$ cat config.mk
export PLATFORM = sky130hd
export DESIGN_NAME = hp_controller
export DESIGN_NICKNAME = d
export VERILOG_FILES = /design/src/rtl/hp_pkg.sv /design/src/rtl/hp_invuln_timer.sv /design/src/rtl/hp_controller.sv
export SDC_FILE = /design/constraint.sdc
export NUM_CORES = 1
export LEC_CHECK = 0
export ABC_AREA = 1
export BUFFER_PORTS_ARGS = -buffer_cell sky130_fd_sc_hd__buf_2
export CORE_MARGIN = 1
export CORE_UTILIZATION = 55
export DETAILED_ROUTE_END_ITERATION = 10
export GPL_TIMING_DRIVEN = 0
export HOLD_SLACK_MARGIN = 0.02
export PLACE_DENSITY_LB_ADDON = 0.08
export RECOVER_POWER = 25
export SLEW_MARGIN = 20
export SYNTH_ARGS = -nofsm -noshare
export SYNTH_HDL_FRONTEND = slang
export SYNTH_SLANG_ARGS = --single-unit
$ cat constraint.sdc
create_clock -name Clk -period 4.7 [get_ports Clk]
set_input_delay 0.94 -clock Clk [delete_from_list [all_inputs] [get_ports Clk]]
set_output_delay 0.94 -clock Clk [all_outputs]
set_load 0.005 [all_outputs]
$ cat src/rtl/hp_pkg.sv
// Shared types and constants for the two-player HP / round controller.
package hp_pkg;
  localparam int HP_W = 19;

  typedef enum logic [1:0] {
    IDLE  = 2'd0,
    FIGHT = 2'd1,
    KO    = 2'd2
  } hp_state_t;

  localparam logic [1:0] WIN_NONE = 2'b00;
  localparam logic [1:0] WIN_P1   = 2'b01;
  localparam logic [1:0] WIN_P2   = 2'b10;
  localparam logic [1:0] WIN_DRAW = 2'b11;
endpackage

$ cat src/rtl/hp_invuln_timer.sv
// Per-player invulnerability window, counted in frame ticks.
module hp_invuln_timer #(
  parameter int INVULN_FRAMES = 30
) (
  input  logic i_clk,
  input  logic i_rst_n,
  input  logic i_clr,
  input  logic i_load,
  input  logic i_tick,
  output logic o_busy
);
  localparam int CW = $clog2(INVULN_FRAMES + 1);

  logic [CW-1:0] r_cnt, w_cnt_nxt;

  always_comb begin
    w_cnt_nxt = r_cnt;
    if (i_clr)                        w_cnt_nxt = '0;
    else if (i_load)                  w_cnt_nxt = CW'(INVULN_FRAMES);
    else if (i_tick && r_cnt != '0)   w_cnt_nxt = r_cnt - 1'b1;
  end

  always_ff @(posedge i_clk or negedge i_rst_n) begin
    if (!i_rst_n) r_cnt <= '0;
    else          r_cnt <= w_cnt_nxt;
  end

  // Busy as of the next cycle, so the registered ready in the top lines up with the count.
  assign o_busy = (w_cnt_nxt != '0);
endmodule

$ cat src/rtl/hp_controller.sv
// Two-player HP registers, hit handshake, invulnerability and round FSM (IDLE/FIGHT/KO).
module hp_controller
  import hp_pkg::*;
#(
  parameter int TOTAL_HP      = 20,
  parameter int DMG_W         = 5,
  parameter int INVULN_FRAMES = 30,
  parameter int KO_FRAMES     = 120
) (
  input  logic            Clk,
  input  logic            Reset,
  input  logic            frame_clk,
  input  logic            start_round,
  input  logic            hit1_valid,
  input  logic [DMG_W-1:0] hit1_dmg,
  output logic            hit1_ready,
  input  logic            hit2_valid,
  input  logic [DMG_W-1:0] hit2_dmg,
  output logic            hit2_ready,
  output logic [HP_W-1:0] hp1,
  output logic [HP_W-1:0] hp2,
  output logic            exist_hp,
  output logic [1:0]      winner,
  output logic            round_over
);
  localparam int KW = $clog2(KO_FRAMES + 1);

  hp_state_t r_state, w_state_nxt;

  logic                  r_fs1, r_fs2, r_fs_prev;
  logic                  w_tick, w_start, w_ko_done;
  logic [1:0]            w_valid, w_acc, w_ko, w_busy;
  logic [1:0][DMG_W-1:0] w_dmg;
  logic [1:0][HP_W-1:0]  r_hp, w_hp_nxt;
  logic [1:0]            r_ready;
  logic                  r_exist, r_round_over;
  logic [1:0]            r_winner;
  logic [KW-1:0]         r_ko_cnt;

  // Two-flop sampler plus a previous-value flop: tick trails frame_clk by two cycles.
  always_ff @(posedge Clk or negedge Reset) begin
    if (!Reset) begin
      r_fs1     <= 1'b0;
      r_fs2     <= 1'b0;
      r_fs_prev <= 1'b0;
    end else begin
      r_fs1     <= frame_clk;
      r_fs2     <= r_fs1;
      r_fs_prev <= r_fs2;
    end
  end
  assign w_tick = r_fs2 & ~r_fs_prev;

  assign w_valid   = {hit2_valid, hit1_valid};
  assign w_dmg     = {hit2_dmg, hit1_dmg};
  assign w_acc     = w_valid & r_ready;
  assign w_start   = start_round && (r_state == IDLE);
  assign w_ko_done = (r_state == KO) && w_tick && (r_ko_cnt == KW'(KO_FRAMES - 1));

  for (genvar g = 0; g < 2; g++) begin : g_player
    logic [HP_W:0] w_diff;
    logic [HP_W-1:0] w_sat;

    // Top bit of the widened difference is the borrow; it clamps at zero.
    assign w_diff      = {1'b0, r_hp[g]} - {{(HP_W + 1 - DMG_W){1'b0}}, w_dmg[g]};
    assign w_sat       = w_diff[HP_W] ? '0 : w_diff[HP_W-1:0];
    assign w_hp_nxt[g] = w_acc[g] ? w_sat : r_hp[g];
    assign w_ko[g]     = w_acc[g] && (w_sat == '0);

    hp_invuln_timer #(.INVULN_FRAMES(INVULN_FRAMES)) u_timer (
      .i_clk   (Clk),
      .i_rst_n (Reset),
      .i_clr   (w_start),
      .i_load  (w_acc[g]),
      .i_tick  (w_tick),
      .o_busy  (w_busy[g])
    );
  end

  always_ff @(posedge Clk or negedge Reset) begin
    if (!Reset) r_state <= IDLE;
    else        r_state <= w_state_nxt;
  end

  always_comb begin
    w_state_nxt = r_state;
    case (r_state)
      IDLE:    if (w_start)   w_state_nxt = FIGHT;
      FIGHT:   if (|w_ko)     w_state_nxt = KO;
      KO:      if (w_ko_done) w_state_nxt = IDLE;
      default:                w_state_nxt = IDLE;
    endcase
  end

  always_ff @(posedge Clk or negedge Reset) begin
    if (!Reset) begin
      r_hp         <= {2{HP_W'(TOTAL_HP)}};
      r_winner     <= WIN_NONE;
      r_ready      <= '0;
      r_exist      <= 1'b0;
      r_round_over <= 1'b0;
      r_ko_cnt     <= '0;
    end else begin
      if (w_start) begin
        r_hp     <= {2{HP_W'(TOTAL_HP)}};
        r_winner <= WIN_NONE;
      end else if (r_state == FIGHT) begin
        r_hp <= w_hp_nxt;
        // hp1 reaching zero means player 2 wins, hence the bit swap.
        if (|w_ko) r_winner <= {w_ko[0], w_ko[1]};
      end
      for (int i = 0; i < 2; i++)
        r_ready[i] <= (w_state_nxt == FIGHT) && !w_busy[i];
      r_exist      <= (w_state_nxt != IDLE);
      r_round_over <= w_ko_done;
      if (r_state != KO) r_ko_cnt <= '0;
      else if (w_tick)   r_ko_cnt <= r_ko_cnt + 1'b1;
    end
  end

  assign hp1        = r_hp[0];
  assign hp2        = r_hp[1];
  assign hit1_ready = r_ready[0];
  assign hit2_ready = r_ready[1];
  assign exist_hp   = r_exist;
  assign winner     = r_winner;
  assign round_over = r_round_over;
endmodule
## Word level (Yosys, flattened, before mapping)

Cells that the tools add are included.

- Flip-flop bits (word level): 66
- Input port bits: 16
- Word-level logic and storage cells: 75

- Add/sub/neg operators: 5
- Equality and inequality tests: 5
- Multiplexer cells: 21
- Bitwise gates (word level): 3
- Reductions and logical operators: 28

Operators by type and width:

| cell | count |
|---|---|
| 19-bit two-way mux | 4 |
| 38-bit two-way mux | 2 |
| 19-bit by 5-bit subtractor with 20-bit output | 2 |
| 19-bit logical NOT | 2 |
| 5-bit two-way mux | 6 |
| 5-bit nonzero test | 4 |
| 7-bit two-way mux | 2 |
| 2-bit two-way mux | 6 |
| 2-bit nonzero test | 6 |
| 5-bit by 1-bit subtractor with 5-bit output (second input constant) | 2 |
| 1-bit logical AND | 9 |
| 7-bit by 1-bit adder with 7-bit output (second input constant) | 1 |
| 7-bit == test (second input constant) | 1 |
| 2-bit one-hot mux with 3 select lines | 1 |
| 2-bit AND reduction | 3 |
| 2-bit by 1-bit == test with 1-bit output (second input constant) | 2 |
| 2-bit bitwise AND | 1 |
| 2-bit == test (second input constant) | 1 |
| 1-bit logical NOT | 2 |
| 2-bit logical NOT | 1 |
| 2-bit != test (second input constant) | 1 |
| 2-bit OR reduction | 1 |
| 1-bit bitwise AND | 1 |
| 1-bit NOT | 1 |

## Logic depth before layout (Yosys ltp)

- Depth after elaboration: 9
- Gate-level depth with buffers: 20
- Gate-level depth less buffers: 20

## Hierarchy

Synthesis repeated with hierarchy kept, for this count alone.

- Cell total of the unflattened synthesis: 632
- Area total of the unflattened synthesis: 4,405.5 sq um

Modules (own cells, without submodules):

| module | instances | cells each | area each (sq um) | sequential area each (sq um) |
|---|---|---|---|---|
| hp_controller | 1 | 524 | 3,732.3 | 1,406.3 |
| hp_invuln_timer | 2 | 54 | 336.6 | 125.1 |

## Worst setup path before layout

Ideal clock, no wire load.

- Path kind: input-to-reg
- Start: input hit2_dmg[0]
- End: register r_exist, in the netlist exist_hp
- Arrival: 2,713 ps
- Required time: 4,577 ps
- Setup slack: 1,864 ps
- Cell stages on the path: 18
- Buffers on the path: 0
- Cells stage by stage: ha_1 > fa_1 > inv_1 > nand2_1 > nand2_1 > nand3b_1 > nand2_1 > nand2_1 > nand3_1 > nand2_1 > nor2_1 > nand2_1 > nor2_1 > nand2_1 > nand2_2 > nand2_2 > nand2_2 > nand3_2

- Cells in the longest elaborated chain, start to end: 8

RTL lines:

| item | RTL line | text |
|---|---|---|
| start: declaration | hp_controller.sv:18 | `input logic [DMG_W-1:0] hit2_dmg,` |
| 19-bit by 5-bit subtractor with 20-bit output | hp_controller.sv:65 | `assign w_diff = {1'b0, r_hp[g]} - {{(HP_W + 1 - DMG_W){1'b0}}, w_dmg[g]};` |
| 19-bit two-way mux | hp_controller.sv:66 | `assign w_sat = w_diff[HP_W] ? '0 : w_diff[HP_W-1:0];` |
| 19-bit logical NOT | hp_controller.sv:68 | `assign w_ko[g] = w_acc[g] && (w_sat == '0);` |
| 1-bit logical AND | hp_controller.sv:68 |  |
| 2-bit OR reduction | hp_controller.sv:89 | `FIGHT: if (\|w_ko) w_state_nxt = KO;` |
| 2-bit two-way mux | hp_controller.sv:89 |  |
| 2-bit one-hot mux with 3 select lines | hp_controller.sv:87 | `case (r_state)` |
| 2-bit nonzero test | hp_controller.sv:114 | `r_exist <= (w_state_nxt != IDLE);` |
| end signal: assignment | hp_controller.sv:114 |  |
| end: declaration | hp_controller.sv:36 | `logic r_exist, r_round_over;` |

Every way passes these cells.
A chain may end at the register's enable or synchronous reset.

## Worst setup path in the final report

Ends and elaborated chain as after synthesis.

==> results.yml <==
critical_path:
  path_delay_family: "simple AND/OR/NAND/NOR gates"
  cp_cell_sequence: "buf_2, ha_1, fa_1, inv_1, nand2_1, nand2_1, nand3b_1, nand2_1, nand2_1, nand3_1, nand2_1, nor2_1, nand2_1, nor2_1, nand2_1, nand2_2, nand2_2, nand2_2, nand3_2"
  critPathMaxStageDelay_ns: 0.41
  slowest_stage: "fa_1"
  crit_fanout: 6
  crit_path_frequent_cell: "nand2_1"
  cp.arrival_ns: 3.28
  regToRegSetupSlack_ns: 1.96
  cp-start-kind: "input pin"
  crit_buf_inv: 2
  criticalPathCategory: "input pin to flip-flop"
  worst_ep_required_time_ns: 4.93
  endpoint_kind: "flip-flop"
synthesis:
  yosys.area_share.simple: 0.368
  syn_nets: 638
  synth-edff-count: 0
  async_flop_share: 1.00
  avgSynthCellArea_sq_um: 7.12
  syn_inst: 607
  seq_area_frac_synth: 0.383
  synth_top_family_by_area: "simple AND/OR/NAND/NOR gates"
  synth_compound_area_frac: 0.0933
  synthMuxAreaShare: 0
  synth.distinct_cells: 39
  syn_area_sq_um: 4320
  ys_ff_latch: 66
  ys.flop_type: "dfrtp_1"
  ys_warn_count: 0
  synth_xor_area_frac: 0.00608
  synth_fa_ha_area_frac: 0.0469
hold_path:
  hp-class: "flip-flop to flip-flop"
floorplanning:
  core_sq_um: 7410
  die_area_sq_um: 8210
  start_util: 0.583
  fp.dieW_microns: 90.6
  die_height_microns: 90.6
  rows: 31
  ios: 60
detailed_routing:
  avgRoutedWirePerCell_microns: 14.0
  routed-via-count: 4393
  drc: 0
  drt_iter0_markers: 301
  via_per_inst: 5.62
  ant_nets: 0
  first_pass_iters: 5
  drt-total-wl_microns: 11000
clock_network:
  clk_pin_slew_ns: 0.07
  ctsResizeCount: 0
  hold_buffers: 0
  cts_tree: "done"
  cts_num_sinks: 66
  htree_levels: 3
  clock_latency_ns: 0.35
  cts_setup_buffers: 0
  cts-buffers-inserted: 9
  cts.path.max_buffers: 2
  cts.root.buffer_cell: "clkbuf_8"
final_layout:
  fin_area_sq_um: 4980
  fillers: 650
  drive_gt1_frac: 0.182
  post-route-util: 0.673
  synthToLayoutAreaGrowth_pct: 15.4
  fin_nets: 709
  multiInputGateArea_sq_um: 2220
  regArea_sq_um: 1660
  insertedDiodeCount: 0
global_route:
  grt_pass1_wl_microns: 18000
  antenna_found_initial: 0
  overflow: 0
  grt_pass1_vias: 3974
  grt_start_max_net_pins: 53
  grt_usage: 0.276
pwr:
  switchingPower_mw: 1.87
  p_leak_nw: 2.72
  swShare: 0.497
  ir_drop_v: 0.000377
  power_frac_seq: 0.254
  power_mw: 3.76
  p_clk_frac: 0.142
  power_density_nw_per_um2: 755
  internal_power_mw: 1.89
  combinationalPowerShare: 0.604
job:
  drv_cap: 0
sta:
  setup_viol: 0
  fin_crit_sh: 0.649
  min_period_ns: 3.05
  slew_headroom: 0.292
  fin_skew_ns: 0.0139
  rsz0062_at_grt: "no"
  final.setup.tns_ns: 0
  tightest_slew_ns: 1.06
  drv_slew: 0
  hold_viol: 0
  hold_slack_ns: 0.363
  max_freq_mhz: 328
run_status:
  status: "complete, no violations"
placement:
  hpwl_microns: 8330
  portBuffers: 59
  dpl-instance-area_sq_um: 4770
  gp_congestion: 0.885
[synthesized netlist by cell type (8+ instances only)]
master	instances	area, sq um
nor2_1	75	282
nand4_1	13	81.3
o22ai_1	28	175
nand2_1	130	488
nor3_1	10	50.1
nand3_1	73	365
inv_1	96	360
nand2_2	9	56.3
nor2_2	8	50.1
ha_1	13	163
a21oi_1	12	60.1
dfrtp_1	62	1550
o21ai_0	24	120
[power by group through the flow]
stage | clock network, mW | registers [mW] | logic [mW]
2_1_floorplan | 0 | 0.934 | 1.65
3_3_place_gp | 0 | 0.951 | 2.16
3_5_place_dp | 0 | 0.956 | 2.22
4_1_cts | 0.541 | 0.948 | 2.24
5_1_grt | 0.567 | 0.978 | 2.55
6_report | 0.534 | 0.956 | 2.27
[per-stage QoR]
| stage | setup WS, ns | std cells |
|---|---|---|
| global placement | 1.38 | 765 |
| finish | 1.65 | 782 |
| CTS | 1.69 | 782 |
| global route | 1.46 | 782 |
| detailed placement | 1.33 | 766 |
| floorplan | 1.86 | 607 |
[cell families after synthesis]
logic type | after synthesis
flip-flops | 66
XOR/XNOR | 3
buffers and inverters | 112
AND/OR/NAND/NOR | 341
adder cells (fa/ha/maj) | 15
AO/OA/AOI/OAI | 70
[final cells by class]
cell class | count | share of cell area
multi-input cells | 429 | 0.446
flip-flops and latches | 66 | 0.332
inverters | 105 | 0.0791
repair buffers | 60 | 0.0645
clock buffers | 12 | 0.0291
well taps | 99 | 0.0248
clock inverters | 4 | 0.0148
plain buffers | 7 | 0.00929
[state kept, by name, summed over array words and instances, names as in the netlist]
name and count:
exist_hp 1, r_fs_prev 1, r_state 2, winner 2
r_ko_cnt 7, round_over 1, hp1 19, g_player.u_timer.r_cnt 10
r_ready 2, hp2 19, r_fs1 1, r_fs2 1
[worst reg2reg max path, cell delays in order (launching register included)]
cell	delay [ns]
dfrtp_1	0.35
inv_1	0.05
ha_1	0.20
fa_1	0.41
inv_1	0.07
nand2_1	0.06
nand2_1	0.06
nand3b_1	0.23
nand2_1	0.21
nand2_1	0.07
nand3_1	0.10
nand2_1	0.07
nor2_1	0.08
nand2_1	0.08
nor2_1	0.17
nand2_1	0.09
nand2_2	0.09
nand2_2	0.05
nand2_2	0.11
nand3_2	0.07
[path summary, 6_finish.rpt]
kind | cells past startpoint | end | from
setup / recovery | 19 | exist_hp$_DFF_PN0_ | hit2_dmg[0]
hold / removal | 0 | r_fs2$_DFF_PN0_ | r_fs1$_DFF_PN0_
setup reg to reg | 19 | exist_hp$_DFF_PN0_ | hp2[0]$_DFFE_PN0P_
hold reg to reg | 0 | r_fs2$_DFF_PN0_ | r_fs1$_DFF_PN0_
max in group asynchronous | 2 | hp1[4]$_DFFE_PN1P_ | Reset
min in group asynchronous | 1 | hp1[13]$_DFFE_PN0P_ | Reset
[layer usage]
metal | track usage | part of all wire
met1 | 0.376 | 0.45
met2 | 0.441 | 0.46
met3 | 0.0497 | 0.078
met4 | 0.0954 | 0.018
met5 | 0 | 0
[layout by cell type, fill, tap and decap left out, types with 4 or more instances in the layout]
cell type,count
or2_2,6
clkbuf_8,10
o21ai_0,24
nand3_1,73
clkbuf_1,5
o22ai_1,28
nand2_1,130
nor3_1,10
buf_2,59
ha_1,13
nand2_2,9
dfstp_2,4
nand4_1,13
inv_1,96
nor2_1,75
dfrtp_1,62
a21oi_1,12
nand3_2,5
nor2_2,8
nor2_4,4
inv_2,7
No activity file was read; power rests on OpenSTA's default activity.
